File: src/rtl/apb_master_fsm_pkg.sv
// ============================================================================
//  Module      : apb_pkg
//  Description : Shared APB requester state encoding and slave register map.
//  Revision    : 1.0 - initial release
// ============================================================================
`default_nettype none

package apb_pkg;

    typedef enum logic [1:0] {
        APB_IDLE   = 2'd0,
        APB_SETUP  = 2'd1,
        APB_ACCESS = 2'd2
    } apb_state_t;

    // Register map shared with the slave-side read logic
    localparam logic [1:0] REG_ERR_STATUS = 2'd0;
    localparam logic [1:0] REG_PAYLOAD_0  = 2'd1;
    localparam logic [1:0] REG_PAYLOAD_1  = 2'd2;
    localparam logic [1:0] REG_DATA_SIZE  = 2'd3;

endpackage : apb_pkg

`default_nettype wire

File: src/rtl/apb_master_fsm_if.sv
// ============================================================================
//  Module      : apb_master_fsm_if
//  Description : Command/response port plus APB bus seen by the requester.
//  Revision    : 1.0 - initial release
// ============================================================================
`default_nettype none

interface apb_master_fsm_if #(
    parameter int ADDR_W = 2,
    parameter int DATA_W = 8
) ();

    logic              cmd_valid;
    logic              cmd_ready;
    logic              cmd_write;
    logic [ADDR_W-1:0] cmd_addr;
    logic [DATA_W-1:0] cmd_wdata;
    logic              rsp_valid;
    logic [DATA_W-1:0] rsp_rdata;
    logic              rsp_err;
    logic              psel_x;
    logic              penable;
    logic              pwrite;
    logic [ADDR_W-1:0] paddr;
    logic [DATA_W-1:0] pwdata;
    logic [DATA_W-1:0] prdata;
    logic              pready;

    modport master (
        input  cmd_valid, cmd_write, cmd_addr, cmd_wdata, prdata, pready,
        output cmd_ready, rsp_valid, rsp_rdata, rsp_err,
               psel_x, penable, pwrite, paddr, pwdata
    );

    modport slave (
        output cmd_valid, cmd_write, cmd_addr, cmd_wdata, prdata, pready,
        input  cmd_ready, rsp_valid, rsp_rdata, rsp_err,
               psel_x, penable, pwrite, paddr, pwdata
    );

endinterface : apb_master_fsm_if

`default_nettype wire

File: src/rtl/apb_master_fsm_wait_timer.sv
// ============================================================================
//  Module      : apb_wait_timer
//  Description : Saturating ACCESS wait-state counter with timeout flag.
//  Revision    : 1.0 - initial release
// ============================================================================
`default_nettype none

module apb_wait_timer #(
    parameter int TIMEOUT_CYCLES = 16
) (
    input  logic clk,
    input  logic rst_n,
    input  logic clr,
    input  logic inc,
    output logic expired
);

    localparam int              CNT_W  = $clog2(TIMEOUT_CYCLES + 1);
    localparam logic [CNT_W-1:0] C_LAST = CNT_W'(TIMEOUT_CYCLES - 1);
    localparam logic [CNT_W-1:0] C_MAX  = CNT_W'(TIMEOUT_CYCLES);

    logic [CNT_W-1:0] r_wait_cnt;

    always_ff @(posedge clk or negedge rst_n) begin
        if (!rst_n) begin
            r_wait_cnt <= '0;
        end else if (clr) begin
            r_wait_cnt <= '0;
        end else if (inc && (r_wait_cnt != C_MAX)) begin
            r_wait_cnt <= r_wait_cnt + 1'b1;
        end
    end

    assign expired = (r_wait_cnt == C_LAST);

endmodule : apb_wait_timer

`default_nettype wire

File: src/rtl/apb_master_fsm.sv
// ============================================================================
//  Module      : apb_master_fsm
//  Description : Single-outstanding APB requester with timeout abort.
//  Revision    : 1.0 - initial release
// ============================================================================
`default_nettype none

module apb_master_fsm
    import apb_pkg::*;
#(
    parameter int ADDR_W         = 2,
    parameter int DATA_W         = 8,
    parameter int TIMEOUT_CYCLES = 16
) (
    input  logic             pclk,
    input  logic             preset_n,
    apb_master_fsm_if.master bus
);

    apb_state_t        r_state,     w_state;
    logic              r_psel,      w_psel;
    logic              r_penable,   w_penable;
    logic              r_pwrite,    w_pwrite;
    logic [ADDR_W-1:0] r_paddr,     w_paddr;
    logic [DATA_W-1:0] r_pwdata,    w_pwdata;
    logic              r_rsp_valid, w_rsp_valid;
    logic [DATA_W-1:0] r_rsp_rdata, w_rsp_rdata;
    logic              r_rsp_err,   w_rsp_err;
    logic              w_timer_clr;
    logic              w_timer_inc;
    logic              w_timer_expired;

    apb_wait_timer #(
        .TIMEOUT_CYCLES (TIMEOUT_CYCLES)
    ) u_wait_timer (
        .clk     (pclk),
        .rst_n   (preset_n),
        .clr     (w_timer_clr),
        .inc     (w_timer_inc),
        .expired (w_timer_expired)
    );

    always_ff @(posedge pclk or negedge preset_n) begin
        if (!preset_n) begin
            r_state     <= APB_IDLE;
            r_psel      <= 1'b0;
            r_penable   <= 1'b0;
            r_pwrite    <= 1'b0;
            r_paddr     <= '0;
            r_pwdata    <= '0;
            r_rsp_valid <= 1'b0;
            r_rsp_rdata <= '0;
            r_rsp_err   <= 1'b0;
        end else begin
            r_state     <= w_state;
            r_psel      <= w_psel;
            r_penable   <= w_penable;
            r_pwrite    <= w_pwrite;
            r_paddr     <= w_paddr;
            r_pwdata    <= w_pwdata;
            r_rsp_valid <= w_rsp_valid;
            r_rsp_rdata <= w_rsp_rdata;
            r_rsp_err   <= w_rsp_err;
        end
    end

    // Response fields are single-cycle: they fall back to zero unless a transfer ends
    always_comb begin
        w_state     = r_state;
        w_psel      = r_psel;
        w_penable   = r_penable;
        w_pwrite    = r_pwrite;
        w_paddr     = r_paddr;
        w_pwdata    = r_pwdata;
        w_rsp_valid = 1'b0;
        w_rsp_rdata = '0;
        w_rsp_err   = 1'b0;
        w_timer_clr = 1'b0;
        w_timer_inc = 1'b0;

        case (r_state)
            APB_IDLE: begin
                if (bus.cmd_valid) begin
                    w_pwrite    = bus.cmd_write;
                    w_paddr     = bus.cmd_addr;
                    w_pwdata    = bus.cmd_wdata;
                    w_psel      = 1'b1;
                    w_timer_clr = 1'b1;
                    w_state     = APB_SETUP;
                end
            end
            APB_SETUP: begin
                w_penable = 1'b1;
                w_state   = APB_ACCESS;
            end
            APB_ACCESS: begin
                if (bus.pready) begin
                    w_rsp_valid = 1'b1;
                    w_rsp_rdata = r_pwrite ? '0 : bus.prdata;
                    w_psel      = 1'b0;
                    w_penable   = 1'b0;
                    w_state     = APB_IDLE;
                end else if (w_timer_expired) begin
                    w_rsp_valid = 1'b1;
                    w_rsp_err   = 1'b1;
                    w_psel      = 1'b0;
                    w_penable   = 1'b0;
                    w_state     = APB_IDLE;
                end else begin
                    w_timer_inc = 1'b1;
                end
            end
            default: begin
                w_psel    = 1'b0;
                w_penable = 1'b0;
                w_state   = APB_IDLE;
            end
        endcase
    end

    assign bus.cmd_ready = (r_state == APB_IDLE);
    assign bus.psel_x    = r_psel;
    assign bus.penable   = r_penable;
    assign bus.pwrite    = r_pwrite;
    assign bus.paddr     = r_paddr;
    assign bus.pwdata    = r_pwdata;
    assign bus.rsp_valid = r_rsp_valid;
    assign bus.rsp_rdata = r_rsp_rdata;
    assign bus.rsp_err   = r_rsp_err;

endmodule : apb_master_fsm

`default_nettype wire

File: src/flat_wrapper.sv
// flat-port wrapper written by rule: the top's interface ports become plain ports
module apb_master_fsm_flat import apb_pkg::*;
#(
    parameter int ADDR_W         = 2,
    parameter int DATA_W         = 8,
    parameter int TIMEOUT_CYCLES = 16
)
  (pclk, preset_n, bus_cmd_valid, bus_cmd_write, bus_cmd_addr, bus_cmd_wdata, bus_prdata, bus_pready, bus_cmd_ready, bus_rsp_valid, bus_rsp_rdata, bus_rsp_err, bus_psel_x, bus_penable, bus_pwrite, bus_paddr, bus_pwdata);
  apb_master_fsm_if #(.ADDR_W(ADDR_W), .DATA_W(DATA_W)) bus_i ();
  input  logic pclk;
  input  logic preset_n;
  input wire logic [$bits(bus_i.cmd_valid)-1:0] bus_cmd_valid;
  input wire logic [$bits(bus_i.cmd_write)-1:0] bus_cmd_write;
  input wire logic [$bits(bus_i.cmd_addr)-1:0] bus_cmd_addr;
  input wire logic [$bits(bus_i.cmd_wdata)-1:0] bus_cmd_wdata;
  input wire logic [$bits(bus_i.prdata)-1:0] bus_prdata;
  input wire logic [$bits(bus_i.pready)-1:0] bus_pready;
  output wire logic [$bits(bus_i.cmd_ready)-1:0] bus_cmd_ready;
  output wire logic [$bits(bus_i.rsp_valid)-1:0] bus_rsp_valid;
  output wire logic [$bits(bus_i.rsp_rdata)-1:0] bus_rsp_rdata;
  output wire logic [$bits(bus_i.rsp_err)-1:0] bus_rsp_err;
  output wire logic [$bits(bus_i.psel_x)-1:0] bus_psel_x;
  output wire logic [$bits(bus_i.penable)-1:0] bus_penable;
  output wire logic [$bits(bus_i.pwrite)-1:0] bus_pwrite;
  output wire logic [$bits(bus_i.paddr)-1:0] bus_paddr;
  output wire logic [$bits(bus_i.pwdata)-1:0] bus_pwdata;
  assign bus_i.cmd_valid = bus_cmd_valid;
  assign bus_i.cmd_write = bus_cmd_write;
  assign bus_i.cmd_addr = bus_cmd_addr;
  assign bus_i.cmd_wdata = bus_cmd_wdata;
  assign bus_i.prdata = bus_prdata;
  assign bus_i.pready = bus_pready;
  assign bus_cmd_ready = bus_i.cmd_ready;
  assign bus_rsp_valid = bus_i.rsp_valid;
  assign bus_rsp_rdata = bus_i.rsp_rdata;
  assign bus_rsp_err = bus_i.rsp_err;
  assign bus_psel_x = bus_i.psel_x;
  assign bus_penable = bus_i.penable;
  assign bus_pwrite = bus_i.pwrite;
  assign bus_paddr = bus_i.paddr;
  assign bus_pwdata = bus_i.pwdata;
  apb_master_fsm #(.ADDR_W(ADDR_W), .DATA_W(DATA_W), .TIMEOUT_CYCLES(TIMEOUT_CYCLES)) u_core (.pclk(pclk), .preset_n(preset_n), .bus(bus_i));
endmodule
File: config.mk
export PLATFORM = sky130hd
export DESIGN_NAME = apb_master_fsm_flat
export DESIGN_NICKNAME = d
export VERILOG_FILES = /design/src/rtl/apb_master_fsm_pkg.sv /design/src/rtl/apb_master_fsm_if.sv /design/src/rtl/apb_master_fsm_wait_timer.sv /design/src/rtl/apb_master_fsm.sv /design/src/flat_wrapper.sv
export SDC_FILE = /design/constraint.sdc
export NUM_CORES = 1
export LEC_CHECK = 0
export BUFFER_PORTS_ARGS = -buffer_cell sky130_fd_sc_hd__buf_2
export CAP_MARGIN = 10
export CORE_UTILIZATION = 40
export CTS_BUF_LIST = sky130_fd_sc_hd__clkbuf_4 sky130_fd_sc_hd__clkbuf_8 sky130_fd_sc_hd__clkbuf_16
export CTS_CLUSTER_SIZE = 25
export DETAILED_ROUTE_END_ITERATION = 10
export PLACE_DENSITY = 0.78
export SYNTH_ARGS = -nofsm -noshare
export SYNTH_HDL_FRONTEND = slang
export SYNTH_SLANG_ARGS = --single-unit
export TNS_END_PERCENT = 50
File: constraint.sdc
create_clock -name pclk -period 3.33 [get_ports pclk]
set_clock_uncertainty 0.15 [all_clocks]
set_input_delay 0.666 -clock pclk [delete_from_list [all_inputs] [get_ports pclk]]
set_output_delay 0.666 -clock pclk [all_outputs]
set_load 0.02 [all_outputs]
Word-level counts from Yosys, hierarchy flattened

Cells that the tools add are included.

Logic and storage cells: 50
Output and inout port bits: 24
Bits in registers: 30
Input bits: 23

Bitwise operators: 2
$add $sub $neg: 1
Equal/unequal tests: 6
Multiplexer cells: 24
Reduce and logical (&&, ||, !) cells: 7

Operator list:

| kind                  | number |
|---|---|
| $mux W8               | 3 |
| $mux W1               | 13 |
| $mux W5               | 2 |
| $mux W2               | 3 |
| $pmux W1 S3           | 2 |
| $pmux W2 S3           | 1 |
| $reduce_and A2 Y1     | 3 |
| $add A5 B1 Y5 const B | 1 |
| $eq A5 B4 Y1 const B  | 1 |
| $ne A5 B5 Y1 const B  | 1 |
| $ne A3 B3 Y1 const B  | 1 |
| $reduce_and A3 Y1     | 1 |
| $eq A2 B1 Y1 const B  | 1 |
| $eq A2 B2 Y1 const B  | 1 |
| $logic_not A2 Y1      | 1 |
| $ne A2 B2 Y1 const B  | 1 |
| $not A1 Y1            | 2 |
| $reduce_bool A2 Y1    | 1 |
| $logic_and A1 B1 Y1   | 1 |

Longest topological paths before layout

Depth in word-level cells: 7
Gate-level depth with buffers: 6
Depth with buffers taken out: 6

Cells and area by module

A second synthesis with hierarchy kept.

Cell total of the unflattened synthesis: 93
Area total of the unflattened synthesis: 1,236.2 um2

Modules (own cells, without submodules):

| module         | sequential area each (um2) | cells an instance | area an instance (um2) | times used |
|---|---|---|---|---|
| apb_master_fsm | 625.6                      | 63                | 943.4                  | 1 |
| apb_wait_timer | 125.1                      | 30                | 292.8                  | 1 |

Worst setup path before layout

Ideal clock, no wire load.

Path type: register to register
Start: reg u_core.u_wait_timer.r_wait_cnt[0]
End: reg u_core.u_wait_timer.r_wait_cnt[0]
Cell stages (with the launch flop): 7
Library setup time: 0.125 ns
Buffers on the path: 0
Data required time: 3.055 ns
Setup slack: 1.139 ns
Data arrival time: 1.917 ns
Period minus slack after synthesis: 2.191 ns
Path through: dfrtp_1 > ha_1 > and3_1 > ha_1 > nor4b_4 > o31a_2 > mux2_2

Word-level cells in the longest chain between the ends: 6
Elaborated cells on any way between the ends: 10
Those cells by class: add/sub (1); eq/ne (2); mux (5); reduce/logical (2)

RTL lines:

| item                         | line                            | text |
|---|---|---|
| from (decl)                  | apb_master_fsm_wait_timer.sv:22 | `logic [CNT_W-1:0] r_wait_cnt;` |
| from (signal assigned)       | apb_master_fsm_wait_timer.sv:30 | `r_wait_cnt <= r_wait_cnt + 1'b1;` |
| $eq A5 B4 Y1                 | apb_master_fsm_wait_timer.sv:34 | `assign expired = (r_wait_cnt == C_LAST);` |
| $mux W1                      | apb_master_fsm.sv:103           | `end else if (w_timer_expired) begin` |
| $mux W1                      | apb_master_fsm.sv:97            | `if (bus.pready) begin` |
| $mux W1                      | apb_master_fsm.sv:81            | `case (r_state)` |
| $logic_and A1 B1 Y1          | apb_master_fsm_wait_timer.sv:29 | `end else if (inc && (r_wait_cnt != C_MAX)) begin` |
| $reduce_bool A2 Y1 (no line) | --                              |  |

Several ways; a longest one is shown, not always the timed one. The select of a mux whose other input is x is not followed.
A chain may end at the register's enable or synchronous reset.

Final worst setup path

Same ends and word-level chain as after synthesis.

==> impl_metrics.py <==
metrics = {
    "run_status": {
        "run_status": "finished, violations left",
        "failed_checks": "design-rule violations",
    },
    "placement": {
        "gp_routability_congestion": 0.732,
        "io_buffers": 46,
    },
    "layout": {
        "fillers": 239,
        "mostFrequentLayoutCell": "sky130_fd_sc_hd__buf_2",
        "multi_input_area_um2": 442,
        "syn2layout_area_growth_pct": 28.8,
        "final_nets": 167,
        "mostFrequentLayoutCells": "sky130_fd_sc_hd__buf_2 (46), sky130_fd_sc_hd__dfrtp_1 (30), sky130_fd_sc_hd__mux2_2 (13), sky130_fd_sc_hd__and2_1 (8), sky130_fd_sc_hd__nor2_1 (6)",
        "n_antenna_cell": 0,
        "drive_above_1_share": 0.504,
        "combined_flip_flop_and_latch_cell_area_um2": 751,
    },
    "synthesis": {
        "yosys.area.top_type_share": 0.618,
        "synth_top_cell_by_area": "sky130_fd_sc_hd__dfrtp_1",
        "mappedNetlistNets": 114,
        "syn_avg_cell_area_um2": 13.8,
        "yosysUniqueCellTypes": 20,
        "area_contributors_post_synth": "sky130_fd_sc_hd__dfrtp_1 (62%), sky130_fd_sc_hd__mux2_2 (12%), sky130_fd_sc_hd__and2_1 (4.1%), sky130_fd_sc_hd__ha_1 (3.1%), sky130_fd_sc_hd__mux2i_1 (2.5%)",
        "yosys_warnings": 0,
        "post_synth_inst_count": 88,
        "yosysSeqAreaShare": 0.618,
        "synth-seq-cells": 30,
        "synth.cell_area_um2": 1210,
    },
    "clock_network": {
        "insertion_delay_ps": 320,
        "clock_sinks": 30,
        "clk_pin_slew_worst_paths_ps": 100,
        "cts_root_buf": "sky130_fd_sc_hd__clkbuf_4",
        "numCtsBuffers": 5,
        "cts-root-to-sink-buffers": 2,
        "clock_tree.htree_level_count": 2,
        "cts_tree": "done",
        "postCtsHoldBufs": 0,
        "cts_resized": 0,
        "cts_post_setup_buffers_inserted": 0,
    },
    "drt": {
        "detail_route.first_pass.iterations": 6,
        "routed_via_density": 4.85,
        "drt_wl_total_um": 2150,
        "drt_iter0_drc": 17,
        "dr_total_vias": 834,
        "routed_wire_length_per_instance_um": 12.5,
        "route.detailed.drc": 2,
        "route.antenna.remaining_nets": 0,
    },
    "floorplan": {
        "placeableCoreArea_um2": 2810,
        "die_width_um": 57.1,
        "fp.dieH_um": 57.1,
        "initial_core_util": 0.433,
        "floorplan.die_area_um2": 3260,
        "placement_rows": 19,
        "ioPinCount": 47,
    },
    "sta": {
        "hold_viol_final": 0,
        "final_period_minus_worst_setup_slack_ps": 2350,
        "final_max_slew_viol_count": 0,
        "timing.fmax_mhz": 426,
        "tightestPinTransition_ps": 634,
        "relSlewSlack": 0.577,
        "layout_worst_path_cycle_share": 0.704,
        "rsz0062_at_grt": "no",
        "setup_total_negative_slack_ps": 0,
        "setup_viol": 0,
    },
    "global_routing": {
        "pin_count_of_the_biggest_net_entering_global_routing": 31,
        "grt_pass1_vias": 839,
        "antenna_found_initial": 0,
        "global_route_wire_length_before_repair_um": 3630,
        "grt_use_total": 0.151,
        "global_route.overflow_total": 0,
    },
    "setup_path": {
        "number_of_cells_on_the_worst_reg_to_reg_path": 6,
        "crit_required_ps": 3380,
        "cp_max_fo": 7,
        "worstSetupStartpoint": "u_core.u_wait_timer.r_wait_cnt[0]$_DFFE_PN0P_",
        "r2r_start": "u_core.u_wait_timer.r_wait_cnt[0]$_DFFE_PN0P_",
        "path_class": "reg -> reg",
        "crit_path_end": "u_core.u_wait_timer.r_wait_cnt[0]$_DFFE_PN0P_",
        "rrSetupSlack_ps": 980,
        "critical_path.reg2reg.endpoint": "u_core.u_wait_timer.r_wait_cnt[0]$_DFFE_PN0P_",
        "worst_setup_path_end_kind": "flop",
        "worst_ep_arrival_time_ps": 2400,
        "worstSetupStartpointType": "flop",
    },
    "pwr": {
        "design_power_total_mw": 1.30,
        "vdd_ir_drop_max_mv": 0.418,
        "power-per-cell-area_nw_per_um2": 833,
        "leakage_nw": 0.805,
    },
    "job": {
        "max_cap_violations": 0,
    },
    "worst_hold_path": {
        "hp-class": "in -> async",
    },
}
worst max-delay path, cell delays in order (launching register included):
cell	delay, ps
sky130_fd_sc_hd__dfrtp_1	410
sky130_fd_sc_hd__ha_1	220
sky130_fd_sc_hd__and3_1	190
sky130_fd_sc_hd__ha_1	220
sky130_fd_sc_hd__nor4b_4	420
sky130_fd_sc_hd__o31a_2	290
sky130_fd_sc_hd__mux2_2	340
logic make-up (layout without fill, tap and decap cells):
family | Yosys count | after routing | share of synthesized area
compound gates | 7 | 7 | 0.0412
fa+ha+maj | 3 | 3 | 0.0309
buf+inv | 5 | 58 | 0.0185
flops | 30 | 30 | 0.618
mux | 16 | 16 | 0.145
simple gates | 27 | 27 | 0.146
per-stage QoR:
stage               instances  setup slack (ps)  hold WS [ps]  utilization  instance area (µm²)
finish                    172               984           204        0.558                 1570
CTS                       172               972           225        0.558                 1570
global placement          165              1060           336        0.529                 1480
floorplan                  88              1140           220            -                 1210
global route              172               826           257        0.558                 1570
detailed placement        165               989           341        0.529                 1480
state kept, by name, summed over array words and instances, names as in the netlist, 2 cells and up:
name,cells
u_core.bus.paddr,2
u_core.bus.pwdata,8
u_core.bus.rsp_rdata,8
u_core.r_state,2
u_core.u_wait_timer.r_wait_cnt,5
report_power, final:
group          total (mW)  internal, mW  switching (mW)
clock               0.290         0.175           0.116
sequential          0.549         0.474          0.0745
combinational       0.465         0.203           0.262
total                1.30         0.852           0.452
how the worst min path moves through the flow:
stage	startpoint	to	slack, ps	depth (start not counted)
floorplan	preset_n	u_core.bus.paddr[0]$_DFFE_PN0P_	220	0
global placement	u_core.bus.paddr[1]$_DFFE_PN0P_	u_core.bus.paddr[1]$_DFFE_PN0P_	340	1
detailed placement	u_core.bus.pwdata[4]$_DFFE_PN0P_	u_core.bus.pwdata[4]$_DFFE_PN0P_	340	1
CTS	preset_n	u_core.r_state[0]$_DFFE_PN0P_	220	1
global route	preset_n	u_core.bus.pwdata[5]$_DFFE_PN0P_	260	1
finish	preset_n	u_core.r_state[0]$_DFFE_PN0P_	200	1
Yosys cell counts:
library cell,count
sky130_fd_sc_hd__nor3b_1,1
sky130_fd_sc_hd__and3_1,2
sky130_fd_sc_hd__buf_4,1
sky130_fd_sc_hd__mux2i_1,3
sky130_fd_sc_hd__a22o_1,2
sky130_fd_sc_hd__a21oi_1,1
sky130_fd_sc_hd__nand2b_1,2
sky130_fd_sc_hd__ha_1,3
sky130_fd_sc_hd__mux2_2,13
sky130_fd_sc_hd__inv_1,4
sky130_fd_sc_hd__o21bai_1,1
sky130_fd_sc_hd__nand2_1,3
sky130_fd_sc_hd__o21ai_0,2
sky130_fd_sc_hd__nor3b_2,2
sky130_fd_sc_hd__and2_1,8
sky130_fd_sc_hd__nor2b_1,2
sky130_fd_sc_hd__dfrtp_1,30
sky130_fd_sc_hd__nor2_1,6
sky130_fd_sc_hd__nor4b_4,1
sky130_fd_sc_hd__o31a_2,1
metal layers:
| layer | part of all wire | vias up | track usage |
|---|---|---|---|
| met5 | 0 | - | 0 |
| met4 | 0.018 | 0 | 0.0627 |
| met3 | 0.070 | 5 | 0.0612 |
| met2 | 0.50 | 31 | 0.254 |
| met1 | 0.42 | 394 | 0.171 |
| li1 | - | 404 | - |
area by class of cell:
type,count,share of cell area
clock buffer,6,0.0328
clock inverter,1,0.0192
inverter,4,0.00959
multi-input combinational,53,0.282
sequential,30,0.480
tap,31,0.0248
timing repair buffer,47,0.152
No activity file was read; power rests on OpenSTA's default activity.
